===== config.mk =====
export PLATFORM = sky130hd
export DESIGN_NAME = pe_core_sequencer
export DESIGN_NICKNAME = d
export VERILOG_FILES = /design/src/rtl/pe_core_sequencer.sv
export SDC_FILE = /design/constraint.sdc
export NUM_CORES = 1
export LEC_CHECK = 0
export BUFFER_PORTS_ARGS = -buffer_cell sky130_fd_sc_hd__buf_2
export CORE_MARGIN = 10
export CORE_UTILIZATION = 28
export CTS_CLUSTER_DIAMETER = 50
export DETAILED_ROUTE_END_ITERATION = 8
export GPL_ROUTABILITY_DRIVEN = 0
export GPL_TIMING_DRIVEN = 0
export PLACE_DENSITY = 0.46
export SKIP_CTS_REPAIR_TIMING = 1
export SLEW_MARGIN = 40
export SYNTH_ARGS = -nofsm -noshare
export SYNTH_HDL_FRONTEND = slang
export SYNTH_SLANG_ARGS = --single-unit

===== constraint.sdc =====
create_clock -name DSP_clk -period 9 [get_ports DSP_clk]
set_input_delay 1.35 -clock DSP_clk [delete_from_list [all_inputs] [get_ports DSP_clk]]
set_output_delay 1.35 -clock DSP_clk [all_outputs]
set_load 0.03 [all_outputs]

===== src/rtl/pe_core_sequencer.sv =====
// pe_core_sequencer: control block for one 3x3 PE core.
// Loads KERNEL_SIZE serial weights and an optional bias, streams `pulse` per
// accepted feature column, and tracks the core's fixed pipeline latency to
// qualify the core's feature_out with out_valid/out_last.
// Optional feature macro: PE_SEQ_WEIGHT_REUSE_EN (adds cfg_reuse_w so a job
// can keep the kernel already held in the core and skip the weight load).
module pe_core_sequencer #(
    parameter int WEIGHT_WIDTH = 16,
    parameter int BIAS_WIDTH   = 32,
    parameter int KERNEL_SIZE  = 9,
    parameter int PIPE_LATENCY = 8,
    parameter int LEN_WIDTH    = 16
) (
    input  logic                    DSP_clk,
    input  logic                    rst,
    input  logic                    cfg_valid,
    output logic                    cfg_ready,
    input  logic [LEN_WIDTH-1:0]    cfg_len,
    input  logic                    cfg_bias_mode,
    input  logic [BIAS_WIDTH-1:0]   cfg_bias,
`ifdef PE_SEQ_WEIGHT_REUSE_EN
    input  logic                    cfg_reuse_w,
`endif
    input  logic                    w_valid,
    input  logic [WEIGHT_WIDTH-1:0] w_data,
    output logic                    w_ready,
    output logic [WEIGHT_WIDTH-1:0] weight,
    output logic                    weight_valid,
    output logic [BIAS_WIDTH-1:0]   bias,
    output logic                    bias_valid,
    output logic                    bias_or_adder_feature,
    input  logic                    feat_valid,
    output logic                    feat_ready,
    output logic                    pulse,
    output logic                    out_valid,
    output logic                    out_last,
    output logic                    busy,
    output logic                    done
);

    typedef enum logic [2:0] {
        S_IDLE,
        S_LOAD_W,
        S_LOAD_B,
        S_RUN,
        S_DRAIN,
        S_DONE
    } state_t;

    localparam logic [3:0] W_LAST = 4'(KERNEL_SIZE - 1);
    // Output stage of the delay line; DRAIN only waits on the stages before it.
    localparam logic [PIPE_LATENCY-1:0] DL_TOP = PIPE_LATENCY'(1) << (PIPE_LATENCY - 1);

    state_t                  state_q, state_d;
    logic [LEN_WIDTH-1:0]    len_q, len_d;
    logic                    mode_q, mode_d;
    logic [BIAS_WIDTH-1:0]   bias_q, bias_d;
    logic [3:0]              w_cnt_q, w_cnt_d;
    logic [LEN_WIDTH-1:0]    px_cnt_q, px_cnt_d;
    logic [WEIGHT_WIDTH-1:0] weight_q, weight_d;
    logic                    weight_valid_q, weight_valid_d;
    logic [PIPE_LATENCY-1:0] dl_valid_q, dl_valid_d;
    logic [PIPE_LATENCY-1:0] dl_last_q, dl_last_d;

    logic px_last;
    logic early_pending;

    assign cfg_ready             = (state_q == S_IDLE);
    assign busy                  = (state_q != S_IDLE);
    assign w_ready               = (state_q == S_LOAD_W);
    assign bias_valid            = (state_q == S_LOAD_B);
    assign feat_ready            = (state_q == S_RUN);
    assign pulse                 = feat_valid & feat_ready;
    assign done                  = (state_q == S_DONE);
    assign weight                = weight_q;
    assign weight_valid          = weight_valid_q;
    assign bias                  = bias_q;
    assign bias_or_adder_feature = mode_q;
    assign out_valid             = dl_valid_q[PIPE_LATENCY-1];
    assign out_last              = dl_last_q[PIPE_LATENCY-1];

    assign px_last       = (px_cnt_q == len_q - LEN_WIDTH'(1));
    assign early_pending = |(dl_valid_q & ~DL_TOP);

    // State register.
    always_ff @(posedge DSP_clk or posedge rst) begin
        if (rst) state_q <= S_IDLE;
        else     state_q <= state_d;
    end

    // Next-state logic and job/config bookkeeping.
    always_comb begin
        state_d        = state_q;
        len_d          = len_q;
        mode_d         = mode_q;
        bias_d         = bias_q;
        w_cnt_d        = w_cnt_q;
        px_cnt_d       = px_cnt_q;
        weight_d       = weight_q;
        weight_valid_d = 1'b0;
        case (state_q)
            S_IDLE: begin
                if (cfg_valid) begin
                    len_d    = cfg_len;
                    mode_d   = cfg_bias_mode;
                    bias_d   = cfg_bias;
                    w_cnt_d  = '0;
                    px_cnt_d = '0;
                    state_d  = S_LOAD_W;
`ifdef PE_SEQ_WEIGHT_REUSE_EN
                    if (cfg_reuse_w) begin
                        if (cfg_bias_mode)      state_d = S_LOAD_B;
                        else if (cfg_len == '0) state_d = S_DONE;
                        else                    state_d = S_RUN;
                    end
`endif
                end
            end
            S_LOAD_W: begin
                if (w_valid) begin
                    weight_d       = w_data;
                    weight_valid_d = 1'b1;
                    w_cnt_d        = w_cnt_q + 4'd1;
                    if (w_cnt_q == W_LAST) begin
                        if (mode_q)           state_d = S_LOAD_B;
                        else if (len_q == '0) state_d = S_DONE;
                        else                  state_d = S_RUN;
                    end
                end
            end
            S_LOAD_B: begin
                state_d = (len_q == '0) ? S_DONE : S_RUN;
            end
            S_RUN: begin
                if (feat_valid) begin
                    px_cnt_d = px_cnt_q + LEN_WIDTH'(1);
                    if (px_last) state_d = S_DRAIN;
                end
            end
            S_DRAIN: begin
                // Leave as the final result reaches the output stage, so done
                // lands exactly one cycle after the last out_valid.
                if (!early_pending) state_d = S_DONE;
            end
            S_DONE: begin
                state_d = S_IDLE;
            end
            default: state_d = S_IDLE;
        endcase
    end

    // Latency-matching delay line carrying {pulse, is_last}.
    always_comb begin
        dl_valid_d    = '0;
        dl_last_d     = '0;
        dl_valid_d[0] = pulse;
        dl_last_d[0]  = pulse & px_last;
        for (int unsigned i = 1; i < PIPE_LATENCY; i++) begin
            dl_valid_d[i] = dl_valid_q[i-1];
            dl_last_d[i]  = dl_last_q[i-1];
        end
    end

    // Datapath registers.
    always_ff @(posedge DSP_clk or posedge rst) begin
        if (rst) begin
            len_q          <= '0;
            mode_q         <= 1'b0;
            bias_q         <= '0;
            w_cnt_q        <= '0;
            px_cnt_q       <= '0;
            weight_q       <= '0;
            weight_valid_q <= 1'b0;
            dl_valid_q     <= '0;
            dl_last_q      <= '0;
        end else begin
            len_q          <= len_d;
            mode_q         <= mode_d;
            bias_q         <= bias_d;
            w_cnt_q        <= w_cnt_d;
            px_cnt_q       <= px_cnt_d;
            weight_q       <= weight_d;
            weight_valid_q <= weight_valid_d;
            dl_valid_q     <= dl_valid_d;
            dl_last_q      <= dl_last_d;
        end
    end

endmodule

# --- Word-level counts from Yosys, hierarchy flattened ---
# Index checks and enable logic that the tools add are counted.
word_totals:
  register_bits: 105
  inputBits: 70
  output_inout_bits: 59
op_classes:
  addsub: 3
  eq_ne: 13
  n_mux: 17
  bitwise: 2
  reduce_logical: 11
ops:
  columns: ["operator", "n"]
  rows:
  - ["2-to-1 mux 16 bit", 2]
  - ["one-hot mux 16 bit (2 select lines)", 1]
  - ["2-to-1 mux 3 bit", 8]
  - ["adder 16 x 1 -> 16 bit (second input constant)", 1]
  - ["equality test 16 bit", 1]
  - ["logical NOT 16 bit", 1]
  - ["subtractor 16 x 1 -> 16 bit (second input constant)", 1]
  - ["one-hot mux 3 bit (5 select lines)", 1]
  - ["2-to-1 mux 4 bit", 2]
  - ["!= test 2 bit (second input constant)", 4]
  - ["one-hot mux 4 bit (2 select lines)", 1]
  - ["OR reduction 7 bit", 1]
  - ["equality test 3 x 2 -> 1 bit (second input constant)", 2]
  - ["equality test 3 bit (second input constant)", 2]
  - ["AND reduction 3 bit", 2]
  - ["AND reduction 6 bit", 1]
  - ["adder 4 x 1 -> 4 bit (second input constant)", 1]
  - ["equality test 4 bit (second input constant)", 1]
  - ["!= test 2 x 1 -> 1 bit (second input constant)", 2]
  - ["AND reduction 2 bit", 2]
  - ["nonzero test 2 bit", 2]
  - ["equality test 3 x 1 -> 1 bit (second input constant)", 1]
  - ["logical NOT 3 bit", 1]
  - ["nonzero test 3 bit", 1]
  - ["other kinds (2)", 4]

# --- Longest topological paths before layout ---
# Gate-level depths: netlist of run 1.
depth:
  word_depth: 6
  depth_mapped: 11
  mapped_depth_nobuf: 10

# --- Worst setup path after synthesis of run 1 ---
# OpenSTA, ideal clock, no wires.
synth_path:
  kind: "in2out"
  from: "input feat_valid"
  to: "output pulse"
  t_arrival_ns: 1.661
  t_required_ns: 7.650
  setup_slack_ns: 5.989
  stages: 2
  n_path_buf: 0
  cell_sequence: "nand2_1 > inv_2"
synth_between:
  elab_chain_len: 1
synth_rtl:
  columns: ["item", "line", "rtl"]
  rows:
  - ["start: declaration", "32", "input logic feat_valid,"]
  - ["AND 1 bit", "73", "assign pulse = feat_valid & feat_ready;"]
  - ["end: declaration", "34", "output logic pulse,"]
# Every way passes these cells.

# --- Worst setup path in the final report of run 1 ---
# Same ends and word-level chain as after synthesis.

==> reports/metrics.cfg, run 1 <==
[status]
outcome=finished, final reports clean

[drt]
vias_per_cell=4.56
via_count=3863
drt_iter0_markers=141
drt_first_pass_iters=4
detail_route.wl_per_cell_um=15.3
ant_nets=0
drt-total-wl_um=13000
drc_errors=0

[floorplanning]
io_pins=129
rows=47
initial_core_util_pct=28.5
die_x_um=150
core_area_um2=16500
die-area_um2=22400
die_h_um=150

[clock_tree]
cts_tree=done
insertion_delay_ps=350
cts_sinks=105
numCtsBuffers=9
root_buffer=clkbuf_16
cts_max_level=3
clockBufferDepth=2
clkTransAtPathRegs_ps=80

[sta]
setup_viol=0
timing.final.crit_period_ps=3410
clock_skew_ps=6.33
fin_tns_setup_ps=0
maxSlewHeadroom_pct=59.9
final-hold-violation-count=0
clock.fmax_ghz=0.293
min_period_over_period_pct=37.9
tightest_slew_ps=597
rsz0062_at_grt=false
slew_violations=0

[finish]
drive_gt1_share_pct=28.1
layoutNonFillerInstCount=848
syn2layout_area_growth_pct=26.9
fin_nets=696

[setup_path]
cp.required_ps=7650
slowest_delay_ps=230
critPathSlowestCell=buf_2
end_kind=primary output
crit_chain=buf_2 > nand2_1 > inv_2 > buf_2
cp-start-kind=primary input
crit_top_cell=buf_2
critPathArrivalTime_ps=2060
critical_path_class=primary input to primary output
cp_num_buf_inv=3
worst-path-max-fanout=7
cpLargestDelayFamily=buffers and inverters

[synth]
synth_top_family_by_area=simple AND/OR/NAND/NOR gates
synthMuxAreaShare_pct=4.28
synth_xor_area_share_pct=5.77
syn_area_um2=4700
netlist_instances=481
synth-adder-area-share_pct=1.06
yosysWarnings=0
synth-edff-count=0
synth_compound_area_share_pct=6.28
yosys.area_share.simple_pct=24.2
synth_area_per_cell_um2=9.78
synth.distinct_cells=47
synth_nets=555
synth_flop_cell=dfrtp_1
ys_ff_latch=105
async_flop_share_pct=100
ys_seq_area_share_pct=55.9

[global_route]
grt_max_degree=79
first_global_vias=4030
grt-ovfl-total=0
grt_pass1_wl_um=21000
antenna_found_initial=2
grt_usage_pct=11.9

[placement]
port_buffers=128
dp.cells=830
place_hpwl_um=9720

[min_path]
hold_class=flop to flop

[pwr]
p_leak_nw=2.95
power.density_nw_per_um2=343
ir_drop_uv=131

[run]
maxCapViolations=0

-- worst register-to-register path, stage by stage, from the launching register on --
cell and delay [ps]:
dfrtp_1 430, inv_1 90, ha_1 230, or4b_1 440, buf_2 190, or4_1 560
a22oi_1 210, o211ai_1 180, nor4_2 330, a31o_1 200
-- power breakdown --
part           switching [mW]  internal, mW
logic                   0.575         0.301
clock network           0.193         0.202
registers               0.129         0.646
-- final timing paths --
path | from | end | slack (ps) | cells after the start
max | feat_valid | pulse | 5590 | 4
min | dl_last_q[0]$_DFF_PP0_ | dl_last_q[1]$_DFF_PP0_ | 350 | 0
max reg2reg | len_q[0]$_DFFE_PP0P_ | state_q[2]$_DFFE_PP0P_ | 6080 | 9
min reg2reg | dl_last_q[0]$_DFF_PP0_ | dl_last_q[1]$_DFF_PP0_ | 350 | 0
max in group asynchronous | rst | state_q[2]$_DFFE_PP0P_ | 7410 | 3
min in group asynchronous | rst | weight[6]$_DFFE_PP0P_ | 940 | 2
-- logic make-up after synthesis --
logic type / after synthesis
flip-flops: 105
XOR/XNOR: 31
adder cells (fa/ha/maj): 4
AND/OR/NAND/NOR: 245
multiplexers: 18
buffers and inverters: 31
AO/OA/AOI/OAI: 47
-- layout make-up --
| class | count | area (um2) |
|---|---|---|
| fillers | 1706 | 10600 |
| flip-flops and latches | 105 | 2630 |
| multi-input cells | 345 | 1970 |
| repair buffers | 130 | 676 |
| well taps | 220 | 275 |
| clock buffers | 10 | 239 |
| plain buffers | 20 | 76.3 |
| clock inverters | 6 | 55.1 |
| inverters | 11 | 48.8 |
| diodes | 1 | 2.50 |
-- placed cells by master, fill, tap and decap left out, drive strengths merged, types with 2 or more instances in the layout --
cell type,synthesis,final
and4b,4,4
o211ai,3,3
buf,1,131
dfrtp,105,105
nor3b,2,2
nand3,8,8
a211oi,4,4
nor2b,2,2
nor2,22,22
ha,4,4
nor3,7,7
a21oi,11,11
nand2,160,160
mux2,17,17
nand2b,2,2
or3,11,11
or2,2,2
xor2,17,17
inv,11,16
nand4,5,5
o31ai,5,5
clkbuf,19,29
nor4b,3,3
o21ai,16,16
or4,8,8
and3,2,2
nor4,3,3
xnor2,14,14
-- flip-flops by register name, summed over array words and instances (netlist names) --
signal                 flops
px_cnt_q                  16
state_q                    3
len_q                     16
bias_or_adder_feature      1
dl_valid_q                 8
w_cnt_q                    4
weight                    16
weight_valid               1
bias                      32
dl_last_q                  8
-- cells in the mapped netlist, types with 4 or more instances --
cell / n / share of area [%]
or3_1: 11 / 1.5
or4_1: 6 / 0.96
o21ai_0: 11 / 1.2
xnor2_1: 14 / 2.6
xor2_1: 17 / 3.2
ha_1: 4 / 1.1
o31ai_1: 5 / 0.80
nand3_1: 8 / 0.85
nand2_1: 160 / 13
o21ai_1: 5 / 0.53
and4b_1: 4 / 0.85
nor3_1: 6 / 0.64
nand4_1: 5 / 0.67
dfrtp_1: 105 / 56
nor2_1: 22 / 1.8
clkbuf_1: 19 / 1.5
inv_1: 9 / 0.72
a211oi_1: 4 / 0.64
a21oi_1: 11 / 1.2
mux2_2: 17 / 4.1
-- metal layers --
metal  global-route usage [%]  vias up  part of all wire (%)
li1                         -     1901                     -
met1                     14.3     1855                    43
met2                     19.4       91                    48
met3                     3.02       16                   6.2
met4                     5.50        0                   2.0
met5                        0        -                     0
-- per-stage QoR --
step	setup slack [ps]	utilization (%)	total power [mW]	hold WS (ps)	instance area [um2]
after detailed placement	5530	34.3	1.67	339	5660
after floorplan	4890	-	1.39	331	4700
after global placement	3550	34.0	1.65	333	5620
after CTS	5580	36.0	2.08	358	5960
after global routing	5540	36.1	2.20	360	5970
final	5590	36.1	2.05	354	5970
Power figures use the tool's default switching activity.
==> inputs of run 2 (changes only) <==
==> constraint.sdc (replaced) <==
create_clock -name DSP_clk -period 3.18 [get_ports DSP_clk]
set_input_delay 0.477 -clock DSP_clk [delete_from_list [all_inputs] [get_ports DSP_clk]]
set_output_delay 0.477 -clock DSP_clk [all_outputs]
set_load 0.03 [all_outputs]
==> run 2 against run 1 <==
Effect of this change:
- clock skew rose by 0.53 ps
- routed wire length is 1.5% lower
- sequential share of layout area decreased by 0.45 points
- highest routed layer unchanged
- final cell count grew 0.12%
- sequential power grew to 2.8 times the previous value
- critical path type is now flop to flop
- first-iteration DRC count fell by 9.2%
- largest power group unchanged
- combinational power grew to 2.8 times the previous value
==> reports/metrics.cfg, run 2 (synthesis results as in run 1) <==
[pwr]
p_comb_share_pct=42.6  ; -0.2 points
ir_drop_uv=369  ; +180%
p_leak_nw=2.96  ; +0.55%
finalPower_mw=5.81  ; +180%
p_sw_share_pct=43.2  ; -0.67 points
pwr-share-seq_pct=37.8  ; about the same
switchingPower_mw=2.51  ; +180%
power.density_nw_per_um2=965  ; +180%
clkPwrFrac_pct=19.6  ; +0.3 points
internal_power_mw=3.30  ; +190%

[finish]
multi_input_area_um2=1970  ; unchanged
layout_commonest_cell=nand2_1
final_cell_mix=nand2_1, buf_2, dfrtp_1
diodes=0  ; -1
fillers=1695  ; -0.64%
drive_gt1_share_pct=28.3  ; +0.23 points
layoutNonFillerInstCount=849  ; +0.12%
fin_nets=698  ; +0.29%
register_area_um2=2630  ; unchanged
syn2layout_area_growth_pct=28.2
largest_reg_flops=32  ; unchanged

[sta]
clock.fmax_ghz=0.344
clock_skew_ps=6.86  ; +0.525 ps
setup_viol=0  ; unchanged
tightest_slew_ps=773  ; +176 ps
hold_slack_ps=127  ; -227 ps
maxSlewHeadroom_pct=48.2  ; -12 points
timing.final.crit_period_ps=2910
min_period_over_period_pct=91.5
final-hold-violation-count=0  ; unchanged
slew_violations=0  ; unchanged
fin_tns_setup_ps=0  ; unchanged
rsz0062_at_grt=false

[clock_tree]
insertion_delay_ps=360  ; about the same
numCtsBuffers=9  ; unchanged
cts_max_level=3  ; unchanged
cts_sinks=105  ; unchanged
clockBufferDepth=2  ; unchanged
clkTransAtPathRegs_ps=70  ; about the same
root_buffer=clkbuf_16
cts_tree=done

[global_route]
grt_usage_pct=11.9  ; +0.068 points
grt-ovfl-total=0  ; unchanged
grt_max_degree=25  ; -68%
grt_pass1_wl_um=21000  ; +0.17%
antenna_found_initial=0  ; -2
first_global_vias=4028  ; -0.050%

[run]
maxCapViolations=0  ; unchanged

[drt]
drt_iter0_markers=128  ; -9.2%
via_count=3826  ; -0.96%
met3_length_um=899  ; +11%
vias_per_cell=4.51  ; -1.1%
route.met2.wl_um=6090  ; -3.2%
drt-total-wl_um=12800  ; -1.5%
highest_layer=met4
drt-met1-wl_um=5550  ; -1.2%
ant_nets=0  ; unchanged
drc_errors=0  ; unchanged
detail_route.wl_per_cell_um=15.1  ; -1.6%
drt_first_pass_iters=4  ; unchanged

[floorplanning]
die_h_um=150  ; unchanged
die_x_um=150  ; unchanged
die-area_um2=22400  ; unchanged
core_area_um2=16500  ; unchanged
rows=47  ; unchanged
initial_core_util_pct=28.5  ; unchanged
io_pins=129  ; unchanged

[placement]
place_hpwl_um=10100  ; +3.4%
port_buffers=128  ; unchanged
dp.cells=833  ; +0.36%

[setup_path]
cp-start-kind=flop
reg2reg_slack_ps=270  ; -5810 ps
end_kind=flop
reg2reg_to=state_q[2]$_DFFE_PP0P_
worst-path-max-fanout=7  ; unchanged
critical_path_class=flop to flop
crit_path_start=len_q[0]$_DFFE_PP0P_
r2r_start=len_q[0]$_DFFE_PP0P_
cp.required_ps=3470  ; -4180 ps
critPathArrivalTime_ps=3200  ; +1140 ps
r2r_cells=9  ; unchanged
crit_path_end=state_q[2]$_DFFE_PP0P_

[status]
outcome=finished, final reports clean

[min_path]
hold_class=primary input to async pin

[run 2: cell count changes in the layout (fill, tap and decap cells not counted)]
| cell | delta |
|---|---|
| clkinvlp_4 | +3 |
| buf_12 | +2 |
| inv_6 | -2 |
| inv_8 | -2 |
| buf_16 | +1 |
| buf_4 | -1 |
| bufinv_16 | +1 |
| clkbuf_8 | -1 |
| clkinv_2 | +1 |
| diode_2 | -1 |
[run 2: power by group through the flow]
stage | Sequential (mW) | Combinational, mW | Clock [mW]
global route | 2.28 | 2.75 | 1.24
detailed placement | 2.22 | 2.53 | 0
floorplan | 2.77 | 1.17 | 0
finish | 2.20 | 2.48 | 1.14
global placement | 2.21 | 2.47 | 0
CTS | 2.21 | 2.53 | 1.18
[run 2: final cells by class]
class	count	area share [%]
timing repair buffer	132	12.2
sequential	105	43.6
clock buffer	9	3.74
inverter	11	0.747
multi-input combinational	345	32.6
buffer	20	1.27
clock inverter	7	1.27
tap	220	4.57
[run 2: worst max-delay path, stage by stage (launching register included)]
cell      delay, ps
dfrtp_1         430
inv_1            90
ha_1            220
or4b_1          440
buf_2           190
or4_1           560
a22oi_1         200
o211ai_1        180
nor4_2          330
a31o_1          200
[run 2: layer usage]
| layer | vias up | global-route usage [%] |
|---|---|---|
| met5 | - | 0 |
| met4 | 0 | 4.32 |
| met3 | 17 | 4.74 |
| met2 | 108 | 19.0 |
| met1 | 1808 | 14.2 |
| li1 | 1893 | - |
[run 2: how the worst min path moves through the flow]
stage | from | to | slack (ps)
global placement | dl_last_q[1]$_DFF_PP0_ | dl_last_q[2]$_DFF_PP0_ | 330
detailed placement | dl_last_q[1]$_DFF_PP0_ | dl_last_q[2]$_DFF_PP0_ | 330
global route | rst | bias[15]$_DFFE_PP0P_ | 160
CTS | rst | bias[9]$_DFFE_PP0P_ | 130
floorplan | dl_last_q[0]$_DFF_PP0_ | dl_last_q[1]$_DFF_PP0_ | 330
finish | rst | bias[9]$_DFFE_PP0P_ | 130
[run 2: through the flow]
step | cell area [um2] | worst slack, ps | util, %
floorplan | 4710 | 584 | -
global placement | 5620 | 154 | 34.0
detailed placement | 5730 | 248 | 34.6
finish | 6030 | 272 | 36.5
CTS | 6030 | 238 | 36.5
global route | 6030 | 89.1 | 36.5
